File: src/rtl/alu_issue_ctrl.sv
// alu_issue_ctrl: sequences one ALU operation at a time, holding operands for a settle time and returning Z.
// Optional macro ALU_ISSUE_DIV0_CHECK_EN traps div-by-zero (op 15, B==0) with rsp_err instead of issuing it.
module alu_issue_ctrl #(
    parameter int DATA_WIDTH  = 32,
    parameter int SEL_WIDTH   = 16,
    parameter int OP_WAIT     = 0,
    parameter int MULDIV_WAIT = 4
) (
    input  logic                  clock,
    input  logic                  clear,
    input  logic                  req_valid,
    output logic                  req_ready,
    input  logic [SEL_WIDTH-1:0]  req_op,
    input  logic [DATA_WIDTH-1:0] req_a,
    input  logic [DATA_WIDTH-1:0] req_b,
    output logic [DATA_WIDTH-1:0] alu_a,
    output logic [DATA_WIDTH-1:0] alu_b,
    output logic [SEL_WIDTH-1:0]  alu_sel,
    input  logic [DATA_WIDTH-1:0] alu_zhigh,
    input  logic [DATA_WIDTH-1:0] alu_zlow,
    output logic                  rsp_valid,
    input  logic                  rsp_ready,
    output logic [DATA_WIDTH-1:0] rsp_hi,
    output logic [DATA_WIDTH-1:0] rsp_lo,
    output logic                  rsp_err,
    output logic                  busy
);
    localparam int MAXW = OP_WAIT > MULDIV_WAIT ? OP_WAIT : MULDIV_WAIT;
    localparam int CW   = $clog2(MAXW + 1) + 1;

    typedef enum logic [1:0] {IDLE, ISSUE, WAIT, RESP} state_t;
    state_t state, state_nx;
    logic [CW-1:0] cnt;
    logic take, legal, muldiv, trap, active;

    assign take   = req_valid && state == IDLE;
    assign legal  = req_op != '0 && req_op <= SEL_WIDTH'(15);
    assign muldiv = req_op == SEL_WIDTH'(14) || req_op == SEL_WIDTH'(15);
    assign active = state == ISSUE || state == WAIT;
`ifdef ALU_ISSUE_DIV0_CHECK_EN
    assign trap = !legal || (req_op == SEL_WIDTH'(15) && req_b == '0);
`else
    assign trap = !legal;
`endif

    assign req_ready = state == IDLE;
    assign rsp_valid = state == RESP;
    assign busy      = state != IDLE;

    always_comb begin
        state_nx = state;
        case (state)
            IDLE:        state_nx = take ? (trap ? RESP : ISSUE) : IDLE;
            ISSUE, WAIT: state_nx = cnt == '0 ? RESP : WAIT;
            RESP:        state_nx = rsp_ready ? IDLE : RESP;
            default:     state_nx = IDLE;
        endcase
    end

    // alu_sel is a register so an asynchronous clear drops it to 0 at once
    always_ff @(posedge clock or posedge clear) begin
        if (clear) begin
            state   <= IDLE;
            cnt     <= '0;
            alu_a   <= '0;
            alu_b   <= '0;
            alu_sel <= '0;
            rsp_hi  <= '0;
            rsp_lo  <= '0;
            rsp_err <= 1'b0;
        end else begin
            state <= state_nx;
            if (take && trap) begin
                rsp_hi  <= '0;
                rsp_lo  <= '0;
                rsp_err <= 1'b1;
            end else if (take) begin
                alu_a   <= req_a;
                alu_b   <= req_b;
                alu_sel <= req_op;
                cnt     <= muldiv ? CW'(MULDIV_WAIT) : CW'(OP_WAIT);
            end
            if (active && cnt == '0) begin
                rsp_hi  <= alu_zhigh;
                rsp_lo  <= alu_zlow;
                rsp_err <= 1'b0;
                alu_sel <= '0;
            end else if (active) begin
                cnt <= cnt - 1'b1;
            end
        end
    end
endmodule

File: config.mk
export PLATFORM = sky130hd
export DESIGN_NAME = alu_issue_ctrl
export DESIGN_NICKNAME = d
export VERILOG_FILES = /design/src/rtl/alu_issue_ctrl.sv
export SDC_FILE = /design/constraint.sdc
export NUM_CORES = 1
export LEC_CHECK = 0
export BUFFER_PORTS_ARGS = -buffer_cell sky130_fd_sc_hd__buf_2
export CORE_UTILIZATION = 30
export CTS_CLUSTER_DIAMETER = 40
export DETAILED_ROUTE_END_ITERATION = 6
export PLACE_DENSITY_LB_ADDON = 0.3
export SYNTH_ARGS = -nofsm -noshare
export SYNTH_HDL_FRONTEND = slang
export SYNTH_SLANG_ARGS = --single-unit
File: constraint.sdc
create_clock -name clock -period 6 [get_ports clock]
set_clock_uncertainty 0.15 [all_clocks]
set_input_delay 0.9 -clock clock [delete_from_list [all_inputs] [get_ports clock]]
set_output_delay 0.9 -clock clock [all_outputs]
set_load 0.03 [all_outputs]
# Word level (Yosys, flattened, before mapping)
# Index checks and enable logic that the tools add are counted.
# totals
regBits	151
wordCells	51
# op_classes
addsub	1
n_lt_le_gt_ge	1
eq_ne	6
mux	18
n_bitwise	1
n_reduce_logical	16
# ops
cell	count
$mux 32	3
$mux 16	3
$eq 16x4->1 const B	2
$le 16x4->1 const B	1
$mux 4	4
$reduce_bool 16->1	1
$mux 2	3
$pmux 2 s3	1
$reduce_bool 2->1	3
$eq 2x2->1 const B	2
$logic_and 1x1->1	4
$logic_not 4->1	1
$reduce_and 2->1	2
$sub 4x1->4 const B	1
$mux 1	3
$mux 3	1
$eq 2x1->1 const B	1
$logic_not 2->1	1
$logic_or 1x1->1	2
$ne 2x1->1 const B	1
$reduce_or 2->1	1
$logic_not 1->1	1
$not 1->1	1

# Logic depth before layout (Yosys ltp)
# Gate-level depths: netlist (run 1).
# logic_depth
ltp_word	7
mapped_depth	9
ltp_nobuf	6

# Worst setup path after synthesis (run 1)
# Ideal clock, no wire load.
# synth_path
path_type	input port to flip-flop
startpoint	input port req_op[10]
endpoint	register alu_a[0]
setup_ns	0.125
t_arrival_ns	2.138
required_ns	5.725
setup_slack_ns	3.587
path_stages	6
n_path_buf	2
path_cell_list	nor4_4 -> nand4_4 -> nor2_4 -> buf_12 -> buf_12 -> mux2_4
# synth_between
elab_chain_cells	6
elab_cells_between_ends	7
# synth_lines
element	line	text
start, declared	13	input logic [SEL_WIDTH-1:0] req_op,
$le 16x4->1 or $reduce_bool 16->1 (tied branches)	37	assign legal = req_op != '0 && req_op <= SEL_WIDTH'(15);
$logic_and 1x1->1 (*)	37	
$logic_not 1->1 (*)	43	assign trap = !legal;
$logic_and 1x1->1 (*)	73	if (take && trap) begin
$not 1->1 (no line) (*)	--	
$reduce_and 2->1 (no line) (*)	--	
end signal, assigned	78	alu_a <= req_a;
end, declared	16	output logic [DATA_WIDTH-1:0] alu_a,
# Mark *: on every way between the ends. The rest lies on a longest branch, timed or not.
# A chain may end at the register's enable or synchronous reset.

# Final worst setup path (run 1)
# layout_path
startpoint	input port req_op[6]
endpoint	register alu_a[29]
# The elaborated chain is that of the path after synthesis.

==> results.ini, run 1 <==
[outcome]
status=finished clean

[floorplan]
die_height_um=146.1
die-area_um2=21350
die_x_um=146.1
start_util_pct=30.70
io_pins=296
coreArea_um2=20300
num_rows=52

[global_route]
antenna_found_initial=0
grt_use_total_pct=15.46
grt_pass1_wl_um=25550
grt_start_max_net_pins=93
gr-total-overflow=0
grt_pass1_vias=4642

[timing]
slew_violations=0
fin_tns_setup_ps=0
setup_viol=0
rsz0062_at_grt=no
hold_viol=0
finalCriticalPeriod_ps=2756
timing.hold.ws_ps=331.7
fin_crit_sh_pct=45.93
slew_headroom_pct=43.24
timing.fmax_mhz=362.9
tightest_slew_ps=851.4

[worst_setup_path]
crit_path_start_kind=input pin
cpMaxStageDelayCell=buf_4
crit_required_ps=6150
cp.arrival_ps=2900
critPathMaxFanout=35
critPathBufInv=2
crit_chain=buf_2 > nor4_4 > nand4_4 > nor2_4 > buf_4 > mux2_1
slowest_delay_ps=580
crit_family=simple AND/OR/NAND/NOR gates
end_kind=flop
worst-setup-path-type=input pin to flop
ff2ff_setup_slack_ps=3370

[power]
powerDensity_nw_per_um2=424.3
seqPwrFrac_pct=37.3
peakVddDrop_v=0.0001922
power.switching_uw=1428
leakage_uw=0.004606
switching_share_pct=39.85
combPwrFrac_pct=33.2
p_int_uw=2155
clockPowerShare_pct=29.5

[cts]
root_buffer=clkbuf_16
cts_hold_buf=0
cts.clk_slew.worst_paths_ps=70
cts_tree=done
cts.path.max_buffers=2
post_cts_buffers=0
clk_latency_ps=410
cts.repair.resized=0
cts_buffers=17
cts.sinks=151
htree_num_levels=4

[synth]
yosysWarnings=0
synth.distinct_cells=32
syn_nets=661
syn_area_um2=6231
syn_inst=509
avgSynthCellArea_um2=12.24
ys_ff_latch=151
seq_area_frac_synth_pct=60.64

[run]
cap_violations=0

[finish]
drive_gt1_share_pct=49.69
area_growth_pct=35.50
layout_common_cells=295 x buf_2, 151 x dfrtp_1, 134 x nand2_1
final_cells=1081
fin_area_um2=8443
final_common_cell=buf_2
final_net_count=950
diodes=0

[detailed_routing]
vias=4768
drt_first_iter_violations=182
totalWireLength_um=16270
dr.pass1.iters=4
avgViaCountPerCell=4.411
final_antenna_net_count=0
route.detailed.drc=0
wire_per_inst_um=15.05

[placed_design]
hpwl_um=11280
io_buffers=295
gp_congestion=0.7431
placed_area_um2=7864
place_inst=1049

[min_path]
hold_class=flop to flop

[Yosys cell counts (all sizes together)]
master	count	area [um^2]
a21oi	5	25.02
a311o	1	10.01
and2	2	12.51
and3	12	75.07
and4	1	8.760
buf	12	161.4
clkbuf	19	75.07
dfrtp	151	3779
ha	4	50.05
inv	6	22.52
mux2	65	915.9
nand2	135	506.7
nand2b	6	37.54
nand3	2	10.01
nand4	1	21.27
nor2	2	15.01
nor2b	1	6.260
nor3	1	5.000
nor3b	2	15.01
nor4	4	85.08
o211ai	1	7.510
o21a	2	15.01
o21ai	73	365.4
o22ai	1	6.260
[registers in the layout, summed over array words and instances (netlist names)]
register and cells:
alu_a 32, rsp_err 1, cnt 4, alu_sel 16
rsp_hi 32, alu_b 32, rsp_lo 32, state 2
[kinds of logic (layout without fill, tap and decap cells)]
kind of cell,Yosys count,after routing,synth area share (%)
multiplexers,65,65,14.70
buffers and inverters,37,339,4.156
flip-flops,151,151,60.64
AND/OR/NAND/NOR,169,169,12.81
adder cells (fa/ha/maj),4,4,0.8032
AO/OA/AOI/OAI,83,83,6.888
[worst register-to-register path, delay by kind of cell, from the launching register on]
| kind | cells | cell delay (ps) |
|---|---|---|
| buffers and inverters | 2 | 640 |
| adders and majority gates | 1 | 200 |
| DFF | 1 | 380 |
| and+or+nand+nor | 3 | 740 |
| muxes | 1 | 410 |
[stage by stage]
| step | power (uW) | setup WS [ps] | util [%] |
|---|---|---|---|
| after global placement | 2543 | 2830 | 38.74 |
| after floorplan | 2164 | 885.3 | - |
| after global routing | 3803 | 3085 | 41.59 |
| final | 3583 | 3244 | 41.59 |
| after CTS | 3638 | 3217 | 41.59 |
| after detailed placement | 2560 | 2762 | 38.74 |
[power by group through the flow]
stage               combinational (uW)  sequential (uW)  clock [uW]
CTS                               1210             1340        1090
floorplan                          447             1720           0
detailed placement                1210             1350           0
global placement                  1200             1350           0
global route                      1310             1360        1130
finish                            1190             1340        1060
[cell type report]
cell class / count / area (um^2)
repair buffers: 301 / 1521
clock buffers: 18 / 439.2
multi-input cells: 321 / 2198
flip-flops and latches: 151 / 3779
well taps: 270 / 337.8
clock inverters: 14 / 140.1
inverters: 6 / 27.53
fillers: 1994 / 11860
[final timing paths]
check | startpoint | end | cells past startpoint
setup / recovery | req_op[6] | alu_a[29]$_DFFE_PP0P_ | 6
max in group asynchronous | clear | alu_a[9]$_DFFE_PP0P_ | 3
hold reg to reg | alu_a[26]$_DFFE_PP0P_ | alu_a[26]$_DFFE_PP0P_ | 1
hold / removal | alu_a[26]$_DFFE_PP0P_ | alu_a[26]$_DFFE_PP0P_ | 1
setup reg to reg | state[0]$_DFF_PP0_ | alu_a[29]$_DFFE_PP0P_ | 7
min in group asynchronous | clear | rsp_lo[16]$_DFFE_PP0P_ | 2
[per-layer routing]
metal / vias up / global-route usage [%] / share of wire, %
li1: 2283 / - / -
met5: - / 0 / 0
met4: 0 / 5.729 / 1.3
met2: 202 / 24.00 / 46
met1: 2268 / 20.55 / 46
met3: 15 / 4.344 / 6.9
(Power assumes the default switching activity.)
==> inputs of run 2 (changes only) <==
Clock period 6 ns to 2.75 ns, I/O delays scaled along.
==> results.ini, run 2 (synthesized netlist as in run 1, its figures left out) <==
[worst_setup_path]
critPathMaxFanout=12  ; -66%
worst-setup-path-type=flop to flop
worstReg2RegEnd=alu_b[5]$_DFFE_PP0P_
ff2ff_setup_slack_ps=440  ; -2930 ps
worstReg2RegStart=state[0]$_DFF_PP0_
crit_path_start_kind=flop
crit_required_ps=2890  ; -3260 ps
cp.arrival_ps=2450  ; -450 ps
crit_start=state[0]$_DFF_PP0_
end_kind=flop
rr_worst_depth=7  ; unchanged

[timing]
tightest_slew_ps=545.9  ; -305.5 ps
hold_viol=0  ; unchanged
timing.fmax_mhz=433.4
fin_tns_setup_ps=0  ; unchanged
setup_viol=0  ; unchanged
rsz0062_at_grt=no
slew_headroom_pct=63.33  ; +20 points
fin_crit_sh_pct=83.90
setup_ws_ps=442.8  ; -2801 ps
finalCriticalPeriod_ps=2307
slew_violations=0  ; unchanged
timing.hold.ws_ps=44.67  ; -287.1 ps

[cts]
cts_hold_buf=1  ; +1
htree_num_levels=4  ; unchanged
cts.clk_slew.worst_paths_ps=70  ; about the same
cts.sinks=151  ; unchanged
post_cts_buffers=0  ; unchanged
cts_tree=done
cts.path.max_buffers=2  ; unchanged
root_buffer=clkbuf_16
clk_latency_ps=410  ; about the same
cts_buffers=17  ; unchanged
cts.repair.resized=0  ; unchanged

[power]
leakage_uw=0.004673  ; +1.5%
peakVddDrop_v=0.0005843  ; +200%
powerDensity_nw_per_um2=913.0  ; +120%
power_uw=7850  ; +120%

[placed_design]
hpwl_um=10860  ; -3.7%
place_inst=1058  ; +0.86%
pre_cts_slack_ps=337.0  ; -2425 ps
gp_congestion=0.7433  ; about the same
io_buffers=295  ; unchanged

[min_path]
min_to=rsp_hi[18]$_DFFE_PP0P_
hp-start=alu_zhigh[18]
hold_class=input pin to flop
hold_depth=3  ; +2

[floorplan]
coreArea_um2=20300  ; unchanged
start_util_pct=30.70  ; unchanged
die_height_um=146.1  ; unchanged
io_pins=296  ; unchanged
die-area_um2=21350  ; unchanged
num_rows=52  ; unchanged
die_x_um=146.1  ; unchanged

[global_route]
grt_start_max_net_pins=82  ; -12%
antenna_found_initial=0  ; unchanged
grt_use_total_pct=14.66  ; -0.80 points
grt_pass1_wl_um=24720  ; -3.2%
gr-total-overflow=0  ; unchanged
grt_pass1_vias=4712  ; +1.5%

[detailed_routing]
vias=4771  ; +0.063%
final_antenna_net_count=0  ; unchanged
drt_first_iter_violations=192  ; +5.5%
totalWireLength_um=15430  ; -5.2%
wire_per_inst_um=14.14  ; -6.0%
avgViaCountPerCell=4.373  ; -0.85%
route.detailed.drc=0  ; unchanged
dr.pass1.iters=5  ; +1

[finish]
final_net_count=960  ; +1.1%
final_common_cell=buf_2
layout_common_cells=295 x buf_2, 151 x dfrtp_1, 134 x nand2_1
final_cells=1091  ; +0.93%
area_growth_pct=37.99
seq_area_um2=3779  ; unchanged
drive_gt1_share_pct=50.06  ; +0.37 points
nFillCells=1966  ; -1.4%
diodes=0  ; unchanged
multi_input_area_um2=2198  ; unchanged

[run]
cap_violations=0  ; unchanged

[outcome]
status=finished clean

run 2: worst max-delay path, stage by stage (launching register included):
cell and delay [ps]:
dfrtp_1 380, inv_1 60, ha_1 190, and2_1 240, nand4_4 170, nor2_4 410, buf_4 280, mux2_4 310
run 2: metal layers:
layer | wire length, um | GRT usage [%]
met4 | 202 | 4.375
met1 | 7021 | 19.38
met2 | 7128 | 23.04
met5 | 0 | 0
met3 | 1080 | 4.563
run 2: report_power, final:
part / total (uW) / internal [uW] / switching, uW
sequential: 2910 / 2680 / 232
clock: 2300 / 1330 / 967
combinational: 2640 / 781 / 1860
run 2: per-stage QoR:
stage	utilization, %	instance area [um^2]
finish	42.36	8598
global route	42.36	8598
CTS	42.36	8598
detailed placement	39.44	8005
global placement	39.44	8005
floorplan	-	6235
run 2: worst max-delay path by stage:
stage	cells past startpoint	slack [ps]	to
detailed placement	6	340	alu_b[5]$_DFFE_PP0P_
floorplan	1	280	alu_a[0]$_DFFE_PP0P_
global placement	6	400	alu_a[14]$_DFFE_PP0P_
finish	7	440	alu_b[5]$_DFFE_PP0P_
CTS	7	400	alu_b[5]$_DFFE_PP0P_
global route	7	270	alu_b[5]$_DFFE_PP0P_
run 2: final cells by class:
cell class                 count  area share [%]
multi-input combinational    321           25.57
clock inverter                11           1.310
inverter                       6          0.3056
tap                          270           3.929
clock buffer                  21           5.471
sequential                   151           43.95
timing repair buffer         311           19.47
==> inputs of run 3 (changes only) <==
Clock period 2.75 ns to 1.9 ns, I/O delays scaled along.
==> results.ini, run 3 (synthesized netlist as in run 1, its figures left out) <==
[cts]
cts_buffers=17  ; unchanged
cts.path.max_buffers=2  ; unchanged
root_buffer=clkbuf_16
clk_latency_ps=420  ; about the same
cts_tree=done
htree_num_levels=4  ; unchanged
cts.sinks=151  ; unchanged
cts.clk_slew.worst_paths_ps=70  ; about the same

[detailed_routing]
drt_first_iter_violations=179  ; -6.8%
wire_per_inst_um=15.37  ; +8.7%
vias=5541  ; +16%
final_antenna_net_count=0  ; unchanged
route.detailed.drc=0  ; unchanged
avgViaCountPerCell=4.440  ; +1.5%
dr.pass1.iters=4  ; -1
totalWireLength_um=19180  ; +24%

[finish]
diodes=0  ; unchanged
final_net_count=1117  ; +16%
area_growth_pct=64.70
final_cells=1248  ; +14%
drive_gt1_share_pct=45.40  ; -4.7 points
nFillCells=1753  ; -11%
fin_util_pct=50.55  ; +8.2 points
layout_common_cells=294 x buf_2, 151 x dfrtp_1, 134 x nand2_1
final_common_cell=buf_2

[floorplan]
num_rows=52  ; unchanged
start_util_pct=30.70  ; unchanged
die_x_um=146.1  ; unchanged
coreArea_um2=20300  ; unchanged
die_height_um=146.1  ; unchanged
die-area_um2=21350  ; unchanged
io_pins=296  ; unchanged

[global_route]
grt_pass1_wl_um=28860  ; +17%
gr-total-overflow=0  ; unchanged
grt_pass1_vias=5644  ; +20%
grt_use_total_pct=17.22  ; +2.6 points
grt_start_max_net_pins=85  ; +3.7%
antenna_found_initial=0  ; unchanged

[timing]
setup_viol=15  ; +15
setup_ws_ps=-20.68  ; -463.5 ps
slew_headroom_pct=69.17  ; +5.8 points
rsz0062_at_grt=yes
hold_viol=0  ; unchanged
timing.hold.ws_ps=79.87  ; +35.20 ps
timing.fmax_mhz=520.7
fin_crit_sh_pct=101.1
finalCriticalPeriod_ps=1921
slew_violations=0  ; unchanged
tightest_slew_ps=462.4  ; -83.50 ps

[worst_setup_path]
worst-setup-path-type=input pin to flop
crit_path_start_kind=input pin
crit_required_ps=2060  ; -830 ps
cp.arrival_ps=2080  ; -370 ps
end_kind=flop
critPathMaxFanout=15  ; +3

[power]
power.switching_uw=4797  ; +57%
clockPowerShare_pct=27.8  ; -1.5 points
p_int_uw=7331  ; +53%
leakage_uw=0.005407  ; +16%
power_uw=12130  ; +55%
combPwrFrac_pct=37.5  ; +3.9 points
switching_share_pct=39.55  ; +0.61 points
powerDensity_nw_per_um2=1182  ; +29%
seqPwrFrac_pct=34.8  ; -2.3 points
peakVddDrop_v=0.0007051  ; +21%

[outcome]
violations=setup timing
status=complete, but fails checks

[placed_design]
io_buffers=295  ; unchanged
gp_congestion=0.7989  ; +7.5%
hpwl_um=11390  ; +4.9%
place_inst=1078  ; +1.9%

[run]
cap_violations=0  ; unchanged

[min_path]
hold_class=input pin to flop

==> run 3: cell types whose count changed in the layout (fill, tap and decap cells not counted), moves of 3 or more <==
cell,change
dlygate4sd3_1,+132
buf_4,+14
buf_6,+6
clkbuf_16,+4
clkbuf_8,-3
inv_6,+3
==> run 3: worst paths after layout <==
| check | startpoint | end | slack [ps] | cells after the start |
|---|---|---|---|---|
| max in group asynchronous | clear | alu_a[25]$_DFFE_PP0P_ | 800 | 4 |
| max reg2reg | state[0]$_DFF_PP0_ | alu_a[3]$_DFFE_PP0P_ | 10 | 8 |
| min reg2reg | alu_a[28]$_DFFE_PP0P_ | alu_a[28]$_DFFE_PP0P_ | 350 | 1 |
| min | rsp_ready | state[0]$_DFF_PP0_ | 80 | 4 |
| min in group asynchronous | clear | rsp_lo[14]$_DFFE_PP0P_ | 400 | 4 |
| max | req_op[0] | alu_a[3]$_DFFE_PP0P_ | -20 | 7 |
==> run 3: repair_timing <==
| action | in CTS | in global routing |
|---|---|---|
| endpoints found under the setup margin | 8 | 117 |
| cloned | 0 | 4 |
| hold buffers | 133 | 0 |
| endpoints found under the hold margin | 283 | 0 |
| pin swaps | 1 | 2 |
| buffers inserted | 0 | 1 |
| gates resized for setup | 0 | 13 |
==> run 3: worst max-delay path, cell delays in order <==
cell and delay (ps):
dlygate4sd3_1 530, buf_2 140, nor4_4 380, nor2_4 80
buf_12 160, clkbuf_16 180, mux2_4 300
==> run 3: area by class of cell <==
type | instances | area, um^2 | share of cell area, %
Sequential cell | 151 | 3779 | 36.82
Timing Repair Buffer | 468 | 3311 | 32.26
Multi-Input combinational cell | 321 | 2225 | 21.68
Clock buffer | 17 | 425.4 | 4.145
Tap cell | 270 | 337.8 | 3.292
Clock inverter | 15 | 158.9 | 1.548
Inverter | 6 | 26.28 | 0.2560
==> run 3: metrics by stage <==
stage          area, um^2  setup WS [ps]  setup TNS [ps]
2_1_floorplan        6250         -438.0          -66710
3_3_place_gp         8195         -102.4           -4058
3_5_place_dp         8195         -138.0           -5735
4_1_cts             10110         -22.11          -40.44
5_1_grt             10260         -62.05           -2497
6_report            10260         -20.68          -133.5
==> run 3: per-layer routing <==
layer	track usage [%]	part of all wire, %
met2	29.14	50
met4	6.146	1.8
met3	4.781	6.2
met5	0	0
met1	21.01	42
==> run 3: power groups by stage <==
stage	Clock, uW	Sequential, uW	Combinational (uW)
after floorplan	0	5430	1460
after global placement	0	4250	4060
after detailed placement	0	4250	4130
after CTS	3510	4200	4340
after global routing	3620	4300	4910
final	3370	4220	4540
